### config.mk
export PLATFORM = sky130hd
export DESIGN_NAME = axicb_mst_switch
export DESIGN_NICKNAME = d
export VERILOG_FILES = /design/src/rtl/axicb_pkg.sv /design/src/rtl/axicb_mst_route_fifo.sv /design/src/rtl/axicb_mst_switch.sv
export SDC_FILE = /design/constraint.sdc
export NUM_CORES = 1
export LEC_CHECK = 0
export ABC_AREA = 1
export CAP_MARGIN = 25
export CORE_AREA = 2 2 97 146
export DETAILED_ROUTE_END_ITERATION = 10
export DIE_AREA = 0 0 99 148
export GPL_TIMING_DRIVEN = 0
export PLACE_DENSITY = 0.74
export SETUP_SLACK_MARGIN = 0.02
export SLEW_MARGIN = 20
export SYNTH_ARGS = -nofsm -noshare
export SYNTH_HDL_FRONTEND = slang
export SYNTH_HIERARCHICAL = 1
export SYNTH_SLANG_ARGS = --single-unit
### constraint.sdc
create_clock -name aclk -period 3 [get_ports aclk]
set_input_delay 0.6 -clock aclk [delete_from_list [all_inputs] [get_ports aclk]]
set_output_delay 0.6 -clock aclk [all_outputs]
set_load 0.05 [all_outputs]
### src/rtl/axicb_pkg.sv
// Shared crossbar definitions: master-index type and the round-robin grant
// helpers used by both request arbiters of the slave-side switch.
package axicb_pkg;

    localparam int MST_NB_MAX = 8;
    localparam int MST_IDX_W  = (MST_NB_MAX > 1) ? $clog2(MST_NB_MAX) : 1;

    typedef logic [MST_IDX_W-1:0] mst_idx_t;

    typedef struct packed {
        logic     valid;
        mst_idx_t idx;
    } rr_grant_t;

    // First requester found scanning upward from ptr, wrapping modulo nb.
    function automatic rr_grant_t rr_arbitrate(input logic [MST_NB_MAX-1:0] req,
                                               input mst_idx_t              ptr,
                                               input int                    nb);
        rr_grant_t g;
        int        cand;
        g = '0;
        for (int i = MST_NB_MAX - 1; i >= 0; i--) begin
            cand = (int'(ptr) + i) % nb;
            if (i < nb && req[mst_idx_t'(cand)]) begin
                g.valid = 1'b1;
                g.idx   = mst_idx_t'(cand);
            end
        end
        return g;
    endfunction

    function automatic mst_idx_t rr_next_ptr(input mst_idx_t g, input int nb);
        return mst_idx_t'((int'(g) + 1) % nb);
    endfunction

endpackage

### src/rtl/axicb_mst_route_fifo.sv
// Small register FIFO of master indices; remembers which master owns each
// outstanding request so data and responses can be steered in order.
module axicb_mst_route_fifo
    import axicb_pkg::*;
#(
    parameter int DEPTH = 4
) (
    input  logic     aclk,
    input  logic     arst,
    input  logic     push_i,
    input  mst_idx_t idx_i,
    input  logic     pop_i,
    output logic     full_o,
    output logic     empty_o,
    output mst_idx_t head_o
);

    localparam int PTR_W = $clog2(DEPTH);
    localparam int CNT_W = PTR_W + 1;

    logic [PTR_W-1:0] wr_ptr_q, rd_ptr_q;
    logic [CNT_W-1:0] cnt_q, cnt_d;
    mst_idx_t         mem_q [DEPTH];
    logic             do_push, do_pop;

    assign full_o  = (cnt_q == CNT_W'(DEPTH));
    assign empty_o = (cnt_q == '0);
    assign head_o  = mem_q[rd_ptr_q];
    assign do_push = push_i & ~full_o;
    assign do_pop  = pop_i & ~empty_o;

    always_comb begin
        cnt_d = cnt_q;
        case ({do_push, do_pop})
            2'b10:   cnt_d = cnt_q + 1'b1;
            2'b01:   cnt_d = cnt_q - 1'b1;
            default: cnt_d = cnt_q;
        endcase
    end

    always_ff @(posedge aclk or posedge arst) begin
        if (arst) begin
            wr_ptr_q <= '0;
            rd_ptr_q <= '0;
            cnt_q    <= '0;
        end else begin
            cnt_q <= cnt_d;
            if (do_push) wr_ptr_q <= wr_ptr_q + 1'b1;
            if (do_pop)  rd_ptr_q <= rd_ptr_q + 1'b1;
        end
    end

    // Storage needs no reset: entries are only read while counted valid.
    always_ff @(posedge aclk) begin
        if (do_push) mem_q[wr_ptr_q] <= idx_i;
    end

endmodule

### src/rtl/axicb_mst_switch.sv
// Slave-side crossbar switch: round-robin AW/AR arbitration from MST_NB masters,
// with W steering and B/R return routing driven by in-order route FIFOs.
module axicb_mst_switch
    import axicb_pkg::*;
#(
    parameter int MST_NB     = 4,
    parameter int OSTDREQ_NB = 4,
    parameter int AWCH_W     = 8,
    parameter int WCH_W      = 8,
    parameter int BCH_W      = 8,
    parameter int ARCH_W     = 8,
    parameter int RCH_W      = 8
) (
    input  logic                     aclk,
    input  logic                     arst,
    input  logic [MST_NB-1:0]        i_awvalid,
    output logic [MST_NB-1:0]        i_awready,
    input  logic [MST_NB*AWCH_W-1:0] i_awch,
    input  logic [MST_NB-1:0]        i_wvalid,
    output logic [MST_NB-1:0]        i_wready,
    input  logic [MST_NB-1:0]        i_wlast,
    input  logic [MST_NB*WCH_W-1:0]  i_wch,
    output logic [MST_NB-1:0]        i_bvalid,
    input  logic [MST_NB-1:0]        i_bready,
    output logic [BCH_W-1:0]         i_bch,
    input  logic [MST_NB-1:0]        i_arvalid,
    output logic [MST_NB-1:0]        i_arready,
    input  logic [MST_NB*ARCH_W-1:0] i_arch,
    output logic [MST_NB-1:0]        i_rvalid,
    input  logic [MST_NB-1:0]        i_rready,
    output logic [MST_NB-1:0]        i_rlast,
    output logic [RCH_W-1:0]         i_rch,
    output logic                     o_awvalid,
    input  logic                     o_awready,
    output logic [AWCH_W-1:0]        o_awch,
    output logic                     o_wvalid,
    input  logic                     o_wready,
    output logic                     o_wlast,
    output logic [WCH_W-1:0]         o_wch,
    input  logic                     o_bvalid,
    output logic                     o_bready,
    input  logic [BCH_W-1:0]         o_bch,
    output logic                     o_arvalid,
    input  logic                     o_arready,
    output logic [ARCH_W-1:0]        o_arch,
    input  logic                     o_rvalid,
    output logic                     o_rready,
    input  logic                     o_rlast,
    input  logic [RCH_W-1:0]         o_rch
);

    logic [MST_NB_MAX-1:0] aw_req, ar_req;
    rr_grant_t             aw_rr, ar_rr;
    mst_idx_t              aw_sel, ar_sel;
    logic                  aw_any, ar_any, aw_hs, ar_hs;
    mst_idx_t              aw_ptr_q, aw_ptr_d, ar_ptr_q, ar_ptr_d;
    logic                  aw_lock_q, aw_lock_d, ar_lock_q, ar_lock_d;
    mst_idx_t              aw_lock_idx_q, ar_lock_idx_q;
    logic                  w_full, w_empty, b_full, b_empty, r_full, r_empty;
    mst_idx_t              w_head, b_head, r_head;

    // A stalled request keeps its grant so the slave sees a stable payload.
    always_comb begin
        aw_req              = '0;
        aw_req[MST_NB-1:0]  = i_awvalid;
        aw_rr               = rr_arbitrate(aw_req, aw_ptr_q, MST_NB);
        aw_sel              = aw_lock_q ? aw_lock_idx_q : aw_rr.idx;
        aw_any              = aw_lock_q ? aw_req[aw_lock_idx_q] : aw_rr.valid;
        o_awvalid           = aw_any & ~w_full & ~b_full & ~arst;
        aw_hs               = o_awvalid & o_awready;
        aw_lock_d           = o_awvalid & ~o_awready;
        aw_ptr_d            = aw_hs ? rr_next_ptr(aw_sel, MST_NB) : aw_ptr_q;

        ar_req              = '0;
        ar_req[MST_NB-1:0]  = i_arvalid;
        ar_rr               = rr_arbitrate(ar_req, ar_ptr_q, MST_NB);
        ar_sel              = ar_lock_q ? ar_lock_idx_q : ar_rr.idx;
        ar_any              = ar_lock_q ? ar_req[ar_lock_idx_q] : ar_rr.valid;
        o_arvalid           = ar_any & ~r_full & ~arst;
        ar_hs               = o_arvalid & o_arready;
        ar_lock_d           = o_arvalid & ~o_arready;
        ar_ptr_d            = ar_hs ? rr_next_ptr(ar_sel, MST_NB) : ar_ptr_q;
    end

    always_ff @(posedge aclk or posedge arst) begin
        if (arst) begin
            aw_ptr_q      <= '0;
            aw_lock_q     <= 1'b0;
            aw_lock_idx_q <= '0;
            ar_ptr_q      <= '0;
            ar_lock_q     <= 1'b0;
            ar_lock_idx_q <= '0;
        end else begin
            aw_ptr_q      <= aw_ptr_d;
            aw_lock_q     <= aw_lock_d;
            aw_lock_idx_q <= aw_sel;
            ar_ptr_q      <= ar_ptr_d;
            ar_lock_q     <= ar_lock_d;
            ar_lock_idx_q <= ar_sel;
        end
    end

    always_comb begin
        o_awch   = '0;
        o_arch   = '0;
        o_wch    = '0;
        o_wvalid = 1'b0;
        o_wlast  = 1'b0;
        o_bready = 1'b0;
        o_rready = 1'b0;
        for (int m = 0; m < MST_NB; m++) begin
            if (aw_sel == mst_idx_t'(m)) o_awch = i_awch[m*AWCH_W +: AWCH_W];
            if (ar_sel == mst_idx_t'(m)) o_arch = i_arch[m*ARCH_W +: ARCH_W];
            if (w_head == mst_idx_t'(m)) begin
                o_wch    = i_wch[m*WCH_W +: WCH_W];
                o_wvalid = ~w_empty & i_wvalid[m];
                o_wlast  = ~w_empty & i_wlast[m];
            end
            if (b_head == mst_idx_t'(m)) o_bready = ~b_empty & i_bready[m];
            if (r_head == mst_idx_t'(m)) o_rready = ~r_empty & i_rready[m];
        end
    end

    assign i_bch = o_bch;
    assign i_rch = o_rch;

    for (genvar gi = 0; gi < MST_NB; gi++) begin : g_mst
        assign i_awready[gi] = aw_hs & (aw_sel == mst_idx_t'(gi));
        assign i_arready[gi] = ar_hs & (ar_sel == mst_idx_t'(gi));
        assign i_wready[gi]  = ~w_empty & (w_head == mst_idx_t'(gi)) & o_wready;
        assign i_bvalid[gi]  = ~b_empty & (b_head == mst_idx_t'(gi)) & o_bvalid;
        assign i_rvalid[gi]  = ~r_empty & (r_head == mst_idx_t'(gi)) & o_rvalid;
        assign i_rlast[gi]   = ~r_empty & (r_head == mst_idx_t'(gi)) & o_rvalid & o_rlast;
    end

    axicb_mst_route_fifo #(.DEPTH(OSTDREQ_NB)) u_w_fifo (
        .aclk(aclk), .arst(arst), .push_i(aw_hs), .idx_i(aw_sel),
        .pop_i(o_wvalid & o_wready & o_wlast),
        .full_o(w_full), .empty_o(w_empty), .head_o(w_head)
    );

    axicb_mst_route_fifo #(.DEPTH(OSTDREQ_NB)) u_b_fifo (
        .aclk(aclk), .arst(arst), .push_i(aw_hs), .idx_i(aw_sel),
        .pop_i(o_bvalid & o_bready),
        .full_o(b_full), .empty_o(b_empty), .head_o(b_head)
    );

    axicb_mst_route_fifo #(.DEPTH(OSTDREQ_NB)) u_r_fifo (
        .aclk(aclk), .arst(arst), .push_i(ar_hs), .idx_i(ar_sel),
        .pop_i(o_rvalid & o_rready & o_rlast),
        .full_o(r_full), .empty_o(r_empty), .head_o(r_head)
    );

endmodule

==> impl_metrics.tcl, run 1 <==
set metrics [dict create \
    vias 5632 \
    power.density_mw_per_mm2 1391 \
    synthDistinctLibCells 36 \
    finClkSkew_ps 4.963 \
    hold_viol 0 \
    grt_max_degree 13 \
    drv_slew 0 \
    first_global_vias 5555 \
    multi_input_area_mm2 0.003372 \
    drtPass1Iterations 4 \
    crit_type "in2out" \
    drtIter0Drc 197 \
    hold_buffers 0 \
    post-route-min-period_ps 3232 \
    r2r-end "u_w_fifo/cnt_q[2]" \
    clkLatencyLatePin_ps 340 \
    startpoint_type "primary input" \
    htreeDepth 3 \
    seq_area_mm2 0.001909 \
    cp_max_fo 10 \
    setup_ws_ps -232.1 \
    synth_top_cell_area_share_pct 20.44 \
    num-nets-final 1143 \
    grtUsageTotal_pct 20.64 \
    finalCritPeriodShare_pct 107.7 \
    reg2reg_slack_ps 120 \
    cp.arrival_ps 2630 \
    utilization_pct 67.29 \
    num_io_pins 214 \
    n_antenna_cell 0 \
    gp_congestion 0.8699 \
    mostFrequentLayoutCell "nand2_1" \
    vdd_drop_max_mv 1.406 \
    clockBufferDepth 2 \
    drc 0 \
    worstMarginPinSlew_ps 541.6 \
    grt_first_pass_wirelength_mm 24.60 \
    fill_cells 1030 \
    p_leak_nw 4.265 \
    finalSetupViolCount 18 \
    clkSinkCount 69 \
    synth.avg_cell_area_um2 7.313 \
    placed_area_mm2 0.007521 \
    failed_checks "setup timing" \
    cts_root_buf "clkbuf_16" \
    required_ps 2400 \
    synthCells 723 \
    synthTopCellsByArea "edfxtp_1, nand2_1, dfrtp_1" \
    ys_ff_latch 69 \
    layout-drive-gt1-share_pct 31.90 \
    yosys.area.top_type "edfxtp_1" \
    synth_flop_cell "edfxtp_1" \
    cts_tree "built" \
    area_growth_pct 69.74 \
    antenna_found_initial 0 \
    cp-end-kind "output pin" \
    dpl.hpwl_mm 11.29 \
    detail_route.vias_per_cell 4.940 \
    grt.overflow.total 0 \
    final_cell_mix "nand2_1, clkdlybuf4s50_1, inv_1" \
    total_power_mw 12.49 \
    synth_edf_count 36 \
    dp.cells 1082 \
    placementRows 52 \
    rsz0062_at_grt "true" \
    slew_headroom_pct 64.04 \
    yosysWarnings 6 \
    r2r_cells 21 \
    drt_wl_total_mm 16.22 \
    hold_class "in2async" \
    layout.cells.non_filler 1140 \
    ant_nets 0 \
    clkTransAtPathRegs_ps 60 \
    die_x_um 99 \
    wl_per_cell_um 14.23 \
    holdWs_ps 466.0 \
    die_area_mm2 0.01465 \
    synth_nets 893 \
    ys_async_sr_fraction_pct 47.83 \
    start_util_pct 39.64 \
    stdcell_area_mm2 0.008975 \
    status "finished with violations" \
    coreArea_mm2 0.01334 \
    max_cap_viol_count 0 \
    fp.dieH_um 148 \
    cts_buffers 9 \
    netlist_area_mm2 0.005288 \
    port_buffers 197 \
    fmax_ghz 0.3094 \
    seq_area_frac_synth_pct 36.06 \
    r2r_start "u_w_fifo/rd_ptr_q[0]" \
]
-- per-stage QoR --
stage	TNS [ps]	setup slack, ps
detailed placement	-35090	-1642
floorplan	-349.6	-174.8
global route	-6468	-402.8
CTS	-2309	-185.3
finish	-3244	-232.1
global placement	-34330	-1622
-- per-layer routing --
metal	part of all wire [%]	up-vias	track usage, %
met4	3.0	0	8.973
met1	34	2608	19.48
met2	57	184	40.91
met3	5.2	38	4.917
met5	0	-	0
li1	-	2802	-
-- worst max-delay path: stages --
cell	delay (ps)
clkdlybuf4s15_1	210
inv_2	80
o21ai_4	220
nand2_1	80
nand2_1	60
nand3_1	70
nand3_1	90
nand2_2	100
o21ai_4	200
ha_4	190
nand2_8	80
buf_8	150
o211ai_1	230
nand2_2	100
buf_8	160
-- synth_stat cells, drive strengths merged, types with 3 or more instances --
master	n
buf	28
nand3	85
nor4	4
nand4	17
o21ai	11
nand2	236
a21oi	7
xnor2	5
ha	23
nor2	66
inv	127
fa	3
dfrtp	33
o211ai	34
edfxtp	36
-- logic make-up after synthesis --
logic type,share of synthesized area (%)
AO/OA/AOI/OAI,7.075
XOR/XNOR,0.8282
adder cells (fa/ha/maj),6.578
flip-flops,36.06
buffers and inverters,13.54
AND/OR/NAND/NOR,35.92
-- state kept, by name, summed over array words and instances, names as in the netlist, 3 cells and up --
register and cells:
u_r_fifo/cnt_q 3, u_b_fifo/cnt_q 3, u_w_fifo/mem_q 12, u_r_fifo/mem_q 12
u_b_fifo/mem_q 12, ar_lock_idx_q 3, aw_lock_idx_q 3, u_w_fifo/cnt_q 3
-- worst max-delay path by stage --
stage | from | to | depth (start not counted)
finish | i_arvalid[3] | o_arch[6] | 15
global route | ar_ptr_q[0] | o_arch[6] | 19
CTS | ar_ptr_q[0] | o_arch[2] | 16
detailed placement | i_awvalid[0] | i_awready[3] | 14
global placement | i_awvalid[0] | i_awready[3] | 14
floorplan | u_w_fifo/rd_ptr_q[0] | i_wready[0] | 8
-- power breakdown --
| group | internal (mW) | switching [mW] | leakage, nW |
|---|---|---|---|
| Combinational | 3.72 | 5.89 | 3.35 |
| Clock | 0.896 | 0.398 | 0.169 |
| Sequential | 1.36 | 0.222 | 0.744 |
-- timing repair --
action                                  4_1_cts  5_1_grt
buffers inserted                             17       23
pin swaps                                    42       61
gates resized for setup                     370      120
endpoints found under the setup margin       53       49
cloned                                        2        2
-- cell type report --
cell class / count / share of cell area (%)
Buffer: 28 / 2.719
Clock buffer: 10 / 2.551
Clock inverter: 6 / 1.506
Inverter: 127 / 5.688
Multi-Input combinational cell: 497 / 37.57
Sequential cell: 69 / 21.27
Tap cell: 162 / 2.258
Timing Repair Buffer: 241 / 26.43
No activity file was read; power rests on OpenSTA's default activity.
==> run 2: changes to the inputs <==
- CORE_AREA: 2 2 97 146 -> 2 2 130 132
- DIE_AREA: 0 0 99 148 -> 0 0 132 134
- PLACE_DENSITY: 0.74 -> 0.63
- SLEW_MARGIN: 20 -> 0
==> impl_metrics.tcl, run 2 (synthesized netlist as in run 1, its figures left out) <==
set metrics [dict create \
    r2r-end "u_w_fifo/cnt_q[2]" \
    grt.overflow.total 0 \
    die_area_mm2 0.01769 \
    pre_cts_slack_ps -1596 \
    cts_tree "built" \
    p_leak_nw 4.398 \
    required_ps 2400 \
    layout-drive-gt1-share_pct 32.16 \
    cts_buffers 9 \
    drtPass1Iterations 5 \
    htreeDepth 3 \
    hold_viol 0 \
    area_growth_pct 73.28 \
    vdd_drop_max_mv 1.858 \
    status "finished with violations" \
    coreArea_mm2 0.01629 \
    drt_wl_total_mm 15.79 \
    r2r_cells 21 \
    pwr-share-comb_pct 78.1 \
    die_x_um 132 \
    mostFrequentLayoutCell "nand2_1" \
    cp_max_fo 8 \
    finalSetupViolCount 19 \
    placementRows 47 \
    reg_top3 "u_b_fifo/mem_q (12), u_r_fifo/mem_q (12), u_w_fifo/mem_q (12)" \
    fmax_ghz 0.3063 \
    grt_first_pass_wirelength_mm 24.47 \
    post-route-min-period_ps 3265 \
    total_power_mw 12.56 \
    cp.arrival_ps 2660 \
    clkTransAtPathRegs_ps 60 \
    max_cap_viol_count 0 \
    dpl.hpwl_mm 11.21 \
    hold_class "reg2reg" \
    detail_route.vias_per_cell 4.544 \
    hold_buffers 0 \
    cp-end-kind "output pin" \
    r2r_start "u_w_fifo/rd_ptr_q[0]" \
    fp.dieH_um 134 \
    crit_end "o_arch[2]" \
    power.density_mw_per_mm2 1370 \
    crit_type "reg2out" \
    failed_checks "setup timing" \
    layout.cells.non_filler 1218 \
    p_sw_share_pct 51.18 \
    slew_headroom_pct 64.97 \
    finalCritPeriodShare_pct 108.8 \
    clkSinkCount 69 \
    p_sw_mw 6.426 \
    num_io_pins 214 \
    dp.cells 1140 \
    wl_per_cell_um 12.97 \
    finClkSkew_ps 11.52 \
    worstMarginPinSlew_ps 524.6 \
    grtUsageTotal_pct 16.64 \
    num-nets-final 1163 \
    drv_slew 0 \
    cts_root_buf "clkbuf_16" \
    setup_ws_ps -264.9 \
    reg2reg_slack_ps 150 \
    critPathLaunch "ar_ptr_q[0]" \
    seq_power_share_pct 12.5 \
    grt_max_degree 13 \
    gp_congestion 0.8509 \
    start_util_pct 32.46 \
    final_cell_mix "nand2_1, clkdlybuf4s50_1, inv_1" \
    n_antenna_cell 0 \
    port_buffers 197 \
    ant_nets 0 \
    rsz0062_at_grt "true" \
    startpoint_type "register" \
    intPower_mw 6.129 \
    clockBufferDepth 2 \
    drc 0 \
    vias 5535 \
    drtIter0Drc 186 \
    antenna_found_initial 0 \
    first_global_vias 5344 \
    pwr-share-clk_pct 9.5 \
    holdWs_ps 476.4 \
    clkLatencyLatePin_ps 330 \
]
## run 2: cell count changes in the layout (fill, tap and decap cells not counted), sizes merged
cell           delta
clkinv            +2
dlymetal6s2s      +3
dlygate4sd2       -2
clkbuf            +4
buf              +17
clkdlybuf4s15     -1
bufinv            -1
clkinvlp          -2
## run 2: routing by layer
metal  vias up  wire length (um)  track usage (%)
met1      2505              6343            18.50
met3        16               802            3.817
met5         -                 0                0
li1       2848                 -                -
met2       166              8460            31.71
met4         0               188            4.529
## run 2: critical path, cell delays in order, from the launching register on
cell      delay, ps
dfrtp_1         390
buf_6           150
inv_4            70
nand2_2          90
nand3_2          90
nand2_1          80
nor2_1          110
a21oi_1         100
nand2_2         100
nand2_4          90
inv_4            80
ha_2            170
nand2_2          80
nor2_4          190
nand2_1          90
nand3_1          80
o211ai_1        130
nand2_2         100
buf_8           140
## run 2: area by class of cell
type	count	area (um2)
clock buffers	11	232.7
inverters	127	500.5
clock inverters	5	98.84
well taps	220	275.3
multi-input cells	497	3333
flip-flops and latches	69	1909
plain buffers	28	236.5
repair buffers	261	2576
fillers	1477	7127
## run 2: how the worst min path moves through the flow
stage / start / to / cells past startpoint
floorplan: arst / u_b_fifo/cnt_q[0] / 1
global route: u_b_fifo/cnt_q[0] / u_b_fifo/cnt_q[0] / 1
detailed placement: u_r_fifo/cnt_q[0] / u_r_fifo/cnt_q[0] / 1
global placement: u_b_fifo/cnt_q[0] / u_b_fifo/cnt_q[0] / 1
finish: u_r_fifo/cnt_q[0] / u_r_fifo/cnt_q[0] / 1
CTS: u_r_fifo/cnt_q[0] / u_r_fifo/cnt_q[0] / 1
## run 2: stage by stage
step / TNS [ps] / util, % / cell area [um2]
after floorplan: -349.6 / - / 5346
after global placement: -35340 / 46.62 / 7594
after detailed placement: -35700 / 46.62 / 7594
after CTS: -2453 / 52.90 / 8617
after global routing: -6142 / 56.25 / 9163
final: -3924 / 56.25 / 9163
## run 2: what timing repair did
item                                    4_1_cts  5_1_grt
gates cloned                                  3        2
setup buffers                                27       32
pin swaps                                    37       57
gates resized for setup                     343      117
endpoints found under the setup margin       51       52
## run 2: power groups by stage
stage / sequential (mW) / combinational [mW] / clock, mW
finish: 1.56 / 9.80 / 1.19
global route: 1.60 / 10.5 / 1.24
CTS: 1.57 / 8.98 / 1.21
detailed placement: 1.57 / 7.29 / 0
global placement: 1.57 / 7.26 / 0
floorplan: 1.53 / 5.23 / 0
==> run 3: changes to the inputs <==
- ABC_CLOCK_PERIOD_IN_PS: not set -> 3000
==> results of run 3 <==
The final DEF is identical to that of run 2; final timing and power are the same.
